==> src/rtl/psram_pkg.sv <==
// psram_pkg: shared state encoding and command constants for the PSRAM scheduler.
// Latency: n/a (types and constants only).
// Backpressure: n/a.
package psram_pkg;

  typedef enum logic [2:0] {
    ST_DRAIN,
    ST_WAIT_INIT,
    ST_READY,
    ST_WR_ISSUE,
    ST_WR_BUSY,
    ST_RD_ISSUE,
    ST_RD_BUSY
  } state_t;

  localparam logic [1:0] RW_NONE  = 2'd0;
  localparam logic [1:0] RW_WRITE = 2'd1;
  localparam logic [1:0] RW_READ  = 2'd2;

  // Minimum words left in memory for a write to be allowed to burst from the FIFO
  localparam int BURST_GUARD = 128;

endpackage

==> src/rtl/psram_arbiter.sv <==
// psram_arbiter: two-requester grant (write vs read) with alternating priority on contention.
// Latency: combinational; the caller registers the decision.
// Backpressure: a losing request is simply not granted and stays pending.
module psram_arbiter (
  input  logic wr_elig,
  input  logic rd_elig,
  input  logic last_rd,
  output logic gnt_wr,
  output logic gnt_rd
);

  // A lone request always wins; on contention the type not served last wins
  always_comb begin
    gnt_wr = wr_elig & (~rd_elig | last_rd);
    gnt_rd = rd_elig & (~wr_elig | ~last_rd);
  end

endmodule

==> src/rtl/psram_scheduler.sv <==
// psram_scheduler: waits for QPI init, owns PSRAM write/read pointers, issues one write or read command at a time.
// Latency: request to quad_start 2 cycles; rd_valid 1 cycle after the read's endcommand; mem_full 1 cycle after last word.
// Backpressure: requests wait in READY while a command is in flight; writes stop when FIFO empty or memory full.
// Optional feature macro PSRAM_SCHED_WATCHDOG_EN: BUSY-state timeout sets sticky err and re-enters DRAIN.
module psram_scheduler
  import psram_pkg::*;
#(
  parameter int ADDR_W       = 23,
  parameter int DATA_WIDTH   = 16,
  parameter int ADDR_STEP    = 2,
  parameter int MEM_WORDS    = 4194304,
  parameter int DRAIN_CYCLES = 512,
  parameter int WDOG_CYCLES  = 1024
) (
  input  logic                  clk_PSRAM,
  input  logic                  rst,
  input  logic                  qpi_on,
  input  logic                  endcommand,
  input  logic                  next_write,
  input  logic [DATA_WIDTH-1:0] data_out,
  input  logic                  fifo_empty,
  input  logic                  acq_enable,
  input  logic                  rd_req,
  input  logic [ADDR_W-1:0]     rd_addr,
  output logic                  quad_start,
  output logic [1:0]            read_write,
  output logic [ADDR_W-1:0]     address,
  output logic                  burst_mode,
  output logic                  stop_acquisition,
  output logic                  rd_ack,
  output logic                  rd_valid,
  output logic [DATA_WIDTH-1:0] rd_data,
  output logic [ADDR_W-1:0]     wr_ptr,
  output logic                  mem_full,
  output logic                  busy,
  output logic                  err
);

  localparam int CNT_W = $clog2(MEM_WORDS + 1);
  localparam int DRN_W = $clog2(DRAIN_CYCLES + 1);

  state_t           state;
  logic             last_rd;
  logic [CNT_W-1:0] word_cnt;
  logic [DRN_W-1:0] drain_cnt;
  logic             wr_elig;
  logic             gnt_wr;
  logic             gnt_rd;
  logic             last_word;
  logic             full_nxt;
  logic             wdog_hit;

  assign wr_elig   = acq_enable & ~fifo_empty & ~mem_full;
  assign last_word = (state == ST_WR_BUSY) && next_write && !mem_full
                     && (int'(word_cnt) == MEM_WORDS - 1);
  assign full_nxt  = mem_full | last_word;

  psram_arbiter u_arb (
    .wr_elig (wr_elig),
    .rd_elig (rd_req),
    .last_rd (last_rd),
    .gnt_wr  (gnt_wr),
    .gnt_rd  (gnt_rd)
  );

`ifdef PSRAM_SCHED_WATCHDOG_EN
  localparam int WD_W = $clog2(WDOG_CYCLES + 1);
  logic [WD_W-1:0] wdog_cnt;
  logic            err_q;

  assign wdog_hit = ((state == ST_WR_BUSY) || (state == ST_RD_BUSY))
                    && (int'(wdog_cnt) == WDOG_CYCLES - 1) && !endcommand;
  assign err      = err_q;

  // Count cycles spent waiting on a command; a timeout latches err until reset
  always_ff @(posedge clk_PSRAM) begin
    if (rst) begin
      wdog_cnt <= '0;
      err_q    <= 1'b0;
    end else begin
      if ((state == ST_WR_BUSY) || (state == ST_RD_BUSY)) wdog_cnt <= wdog_cnt + WD_W'(1);
      else                                                  wdog_cnt <= '0;
      if (wdog_hit) err_q <= 1'b1;
    end
  end
`else
  // Watchdog compiled out: BUSY states wait for endcommand indefinitely
  assign wdog_hit = (WDOG_CYCLES < 0);
  assign err      = 1'b0;
`endif

  // Main sequencer: drain, init wait, arbitration, command issue and completion
  always_ff @(posedge clk_PSRAM) begin
    if (rst) begin
      state            <= ST_DRAIN;
      drain_cnt        <= '0;
      last_rd          <= 1'b1;
      word_cnt         <= '0;
      wr_ptr           <= '0;
      mem_full         <= 1'b0;
      quad_start       <= 1'b0;
      read_write       <= RW_NONE;
      address          <= '0;
      burst_mode       <= 1'b0;
      stop_acquisition <= 1'b0;
      rd_ack           <= 1'b0;
      rd_valid         <= 1'b0;
      rd_data          <= '0;
      busy             <= 1'b1;
    end else begin
      quad_start       <= 1'b0;
      rd_ack           <= 1'b0;
      rd_valid         <= 1'b0;
      busy             <= 1'b1;
      stop_acquisition <= (state != ST_DRAIN) && (full_nxt || !acq_enable);
      if (last_word) mem_full <= 1'b1;
      // A word written in the same cycle as endcommand still advances the pointer
      if (state == ST_WR_BUSY && next_write) begin
        wr_ptr <= wr_ptr + ADDR_W'(ADDR_STEP);
        if (!mem_full) word_cnt <= word_cnt + CNT_W'(1);
      end
      case (state)
        ST_DRAIN: begin
          if (int'(drain_cnt) == DRAIN_CYCLES - 1) begin
            drain_cnt <= '0;
            state     <= ST_WAIT_INIT;
          end else begin
            drain_cnt <= drain_cnt + DRN_W'(1);
          end
        end
        ST_WAIT_INIT: begin
          if (qpi_on) begin
            state <= ST_READY;
            busy  <= 1'b0;
          end
        end
        ST_READY: begin
          if (gnt_wr) begin
            state   <= ST_WR_ISSUE;
            last_rd <= 1'b0;
          end else if (gnt_rd) begin
            state   <= ST_RD_ISSUE;
            last_rd <= 1'b1;
          end else begin
            busy <= 1'b0;
          end
        end
        ST_WR_ISSUE: begin
          quad_start <= 1'b1;
          read_write <= RW_WRITE;
          address    <= wr_ptr;
          burst_mode <= ((int'(word_cnt) + BURST_GUARD) <= MEM_WORDS);
          state      <= ST_WR_BUSY;
        end
        ST_RD_ISSUE: begin
          rd_ack     <= 1'b1;
          quad_start <= 1'b1;
          read_write <= RW_READ;
          address    <= rd_addr;
          state      <= ST_RD_BUSY;
        end
        ST_WR_BUSY, ST_RD_BUSY: begin
          if (endcommand || wdog_hit) begin
            read_write <= RW_NONE;
            address    <= '0;
            burst_mode <= 1'b0;
          end
          if (endcommand) begin
            state <= ST_READY;
            busy  <= 1'b0;
            if (state == ST_RD_BUSY) begin
              rd_data  <= data_out;
              rd_valid <= 1'b1;
            end
          end else if (wdog_hit) begin
            state <= ST_DRAIN;
          end
        end
        default: state <= ST_DRAIN;
      endcase
    end
  end

endmodule

==> config.mk <==
export PLATFORM = sky130hd
export DESIGN_NAME = psram_scheduler
export DESIGN_NICKNAME = d
export VERILOG_FILES = /design/src/rtl/psram_pkg.sv /design/src/rtl/psram_arbiter.sv /design/src/rtl/psram_scheduler.sv
export SDC_FILE = /design/constraint.sdc
export NUM_CORES = 1
export LEC_CHECK = 0
export BUFFER_PORTS_ARGS = -buffer_cell sky130_fd_sc_hd__buf_4
export CAP_MARGIN = 20
export CORE_MARGIN = 8
export CORE_UTILIZATION = 42
export CTS_BUF_LIST = sky130_fd_sc_hd__clkbuf_16
export DETAILED_ROUTE_END_ITERATION = 16
export HOLD_SLACK_MARGIN = 0.06
export MAX_ROUTING_LAYER = met4
export PLACE_DENSITY = 0.75
export SYNTH_ARGS = -nofsm -noshare
export SYNTH_HDL_FRONTEND = slang
export SYNTH_HIERARCHICAL = 1
export SYNTH_SLANG_ARGS = --single-unit
==> constraint.sdc <==
create_clock -name clk_PSRAM -period 6.1 [get_ports clk_PSRAM]
set_input_delay 1.22 -clock clk_PSRAM [delete_from_list [all_inputs] [get_ports clk_PSRAM]]
set_output_delay 1.22 -clock clk_PSRAM [all_outputs]
set_load 0.005 [all_outputs]
==> results.md <==
* Status: completed
* Pwr/cell area at 217.4 mW/mm^2
* Sequential group share of total power at 53.8%
* CTS clk-pin slew, worst paths at 0.07 ns
* Residual DRC at 0
* Pint at 1.036 mW
* Clock Tree Buf Depth at 2
* Ranking of synthesized cells by area: dfxtp_1 (44%), nor2_1 (6.4%), xnor2_1 (5.3%)
* Worst-Margin Slew at 1.108 ns
* Net Sw Power at 0.2693 mW
* Syn Area/Cell at 8.449 um^2
* CTS Hold Bufs at 0
* GRT Total Usage at 17.52%
* Skew final at 0.009508 ns
* Remaining global-route overflow at 0
* Area growth, synth to finish at 24.66%
* Antenna diodes at 0
* CTS sink cnt at 107
* Number of global-route vias before repair at 4,312
* Global-route wire length before repair at 20.89 mm
* Critical Path AT at 2.91 ns
* Final GP Congestion at 0.8867
* Required time worst endpoint at 6.29 ns
* Combinational Power Share at 3.2%
* Setup TNS at 0 ns
* Top FF cell, synth: dfxtp_1
* Share of the synthesized area in the top cell type at 44.48%
* Width of the die at 123.1 um
* Die height at 123.1 um
* IR drop worst, VDD at 0.0001152 V
* Initial antenna violation count at 0
* Lkg Pwr at 2.258 nW
* Fin crit period at 2.721 ns
* WL final at 13.04 mm
* Root buf cell: clkbuf_16
* Vias per inst at 5.492
* Routed Antenna Nets at 0
* CTS buffer count at 9
* Drt initial violations at 327
* Die Area at 0.01515 mm^2
* Placed Instances at 795
* RSZ-0062 raised after global routing: false
* Hold Vio Cnt, Final at 0
* Crit start category: input pin
* Total setup buffers inserted after CTS at 0
* Total area of sequential cells at 0.002142 mm^2
* H-tree depth at 3
* Clock latency on the worst-skew pair at 0.34 ns
* Max Fclk at 367.6 MHz
* Synth Warn # at 6
* Area of the multi-input gates at 0.002464 mm^2
* Worst reg-to-reg path cell count at 5
* Port buffer count at 116
* Switching Share at 20.64%
* Sequential-to-total area share from yosys stat at 44.48%
* TritonCTS clock tree: done
* Clock power frac at 43.0%
* Post-synth top area cell: dfxtp_1
* Distinct cells, synth at 57
* Final non-filler cell total at 811
* PostCTS Resize Cnt at 0
* Hold Path Depth at 2
* Kind of critical path: input pin to flip-flop
* Register bit count reported by yosys at 107
* Total power at 1.305 mW
* Final HPWL DP at 9.356 mm
* Final Util at 53.03%
* Max_cap viols at 0
* Hold WC Path Type: flip-flop to flip-flop
* Initial Utilization at 42.54%
* Row count at 39
* Routed WL per cell at 16.08 um
* Nets@finish at 715
* Core Footprint at 0.01132 mm^2
* Share of layout cells above drive strength 1 at 20.81%
* Via count at 4,454
* Mapped Area at 0.004816 mm^2
* Period utilisation layout at 44.60%
* Setup violators final at 0
* TritonRoute pass-1 iters at 5
* Io pins at 119
* Rel. slew slack at 26.10%
* Number of synthesized flops with an enable pin at 0
* Crit Path Max Fanout at 12
* Final Max Slew Viols at 0
* Number of fill cells at 1,068
* Async SR Flop Fraction at 0%
* Syn Inst Count at 570
* Largest net degree at the start of global routing at 107
* CP endpoint kind: flip-flop
==> per-stage QoR <==
stage	hold slack (ns)	cell area, um^2	setup WS (ns)
after floorplan	0.4527	4820	3.364
after global placement	0.4427	5719	3.127
after detailed placement	0.4512	5719	3.058
after CTS	0.4605	6003	3.406
after global routing	0.4860	6003	3.213
final	0.4599	6003	3.379
==> path summary, 6_finish.rpt <==
kind	start	endpoint	slack, ns
setup reg to reg	state[1]$_SDFFE_PP0P_	address[5]$_SDFFE_PP0P_	3.58
setup / recovery	next_write	wr_ptr[22]$_SDFFE_PP0N_	3.38
hold / removal	rd_data[10]$_SDFFE_PP0P_	rd_data[10]$_SDFFE_PP0P_	0.46
hold reg to reg	rd_data[10]$_SDFFE_PP0P_	rd_data[10]$_SDFFE_PP0P_	0.46
==> final cells by class <==
type / count / share of cell area [%]
Clock buffer: 9 / 3.752
Clock inverter: 7 / 0.9796
Inverter: 13 / 0.8128
Multi-Input combinational cell: 414 / 41.04
Sequential cell: 107 / 35.68
Tap cell: 143 / 2.980
Timing Repair Buffer: 118 / 14.76
==> worst max-delay path, stage by stage <==
cell and delay (ns):
buf_4 0.08, and4bb_1 0.41, nand4_1 0.49, nor4_1 0.49, xnor2_1 0.16, nor2_1 0.05
==> power groups by stage <==
stage	registers, mW	logic, mW	clock network [mW]
finish	0.702	0.0422	0.561
global route	0.702	0.0458	0.602
CTS	0.702	0.0422	0.573
detailed placement	0.718	0.0419	0
global placement	0.718	0.0410	0
floorplan	0.718	0.0172	0
==> per-layer routing <==
metal | vias up | wire [um] | track usage [%]
met4 | 0 | 242 | 6.847
li1 | 2203 | - | -
met3 | 19 | 579 | 3.151
met2 | 131 | 6274 | 27.83
met1 | 2101 | 5943 | 21.74
met5 | - | 0 | -
==> synth_stat cells, drive strengths merged (4+ instances only) <==
library cell and instances:
a21boi 4, dfxtp 107, nor3 39, xnor2 29, nor4 8, a22o 7
a222oi 8, or3 10, and2 4, nor2b 4, nand4 17, nor2 82
o21ai 17, and4 5, inv 13, xor2 16, nor3b 4, ha 5
nand2 56, nand3 19, buf 6, a221oi 15, a21oi 33, clkbuf 31
==> placed cells by master, fill, tap and decap left out, types with 2 or more instances in the layout <==
master     count
ha_1           5
nand2b_1       2
nor3_1        39
clkinv_1       3
a221oi_1      15
inv_1         14
a2111o_1       2
a31oi_1        2
dfxtp_1      107
nor2b_1        4
nand3b_1       2
nand4_1       16
xor2_1        16
a21boi_0       3
a222oi_1       8
a22o_1         7
buf_4        118
conb_1         2
or3_4          2
nand3_1       19
nand2_1       56
or3_1          8
a21oi_1       33
nor4_1         7
and3_1         2
and4_1         5
nor2_1        82
clkbuf_16      9
xnor2_1       29
o21ai_0       17
nor3b_1        4
and2_1         4
==> state kept, by name (all words and copies together) (netlist names), 2 cells and up <==
signal	flops
address	23
drain_cnt	10
rd_data	16
read_write	2
state	3
word_cnt	23
wr_ptr	22
==> kinds of logic (layout without fill, tap and decap cells) <==
group	after synthesis	after routing	synth area share (%)
simple gates	260	260	26.63
fa+ha+maj	5	5	1.299
flops	107	107	44.48
other cells	1	2	0.07787
xor+xnor	45	45	8.184
mux	2	2	0.4417
buf+inv	50	147	4.443
compound gates	100	100	14.45
(Power assumes the default switching activity.)
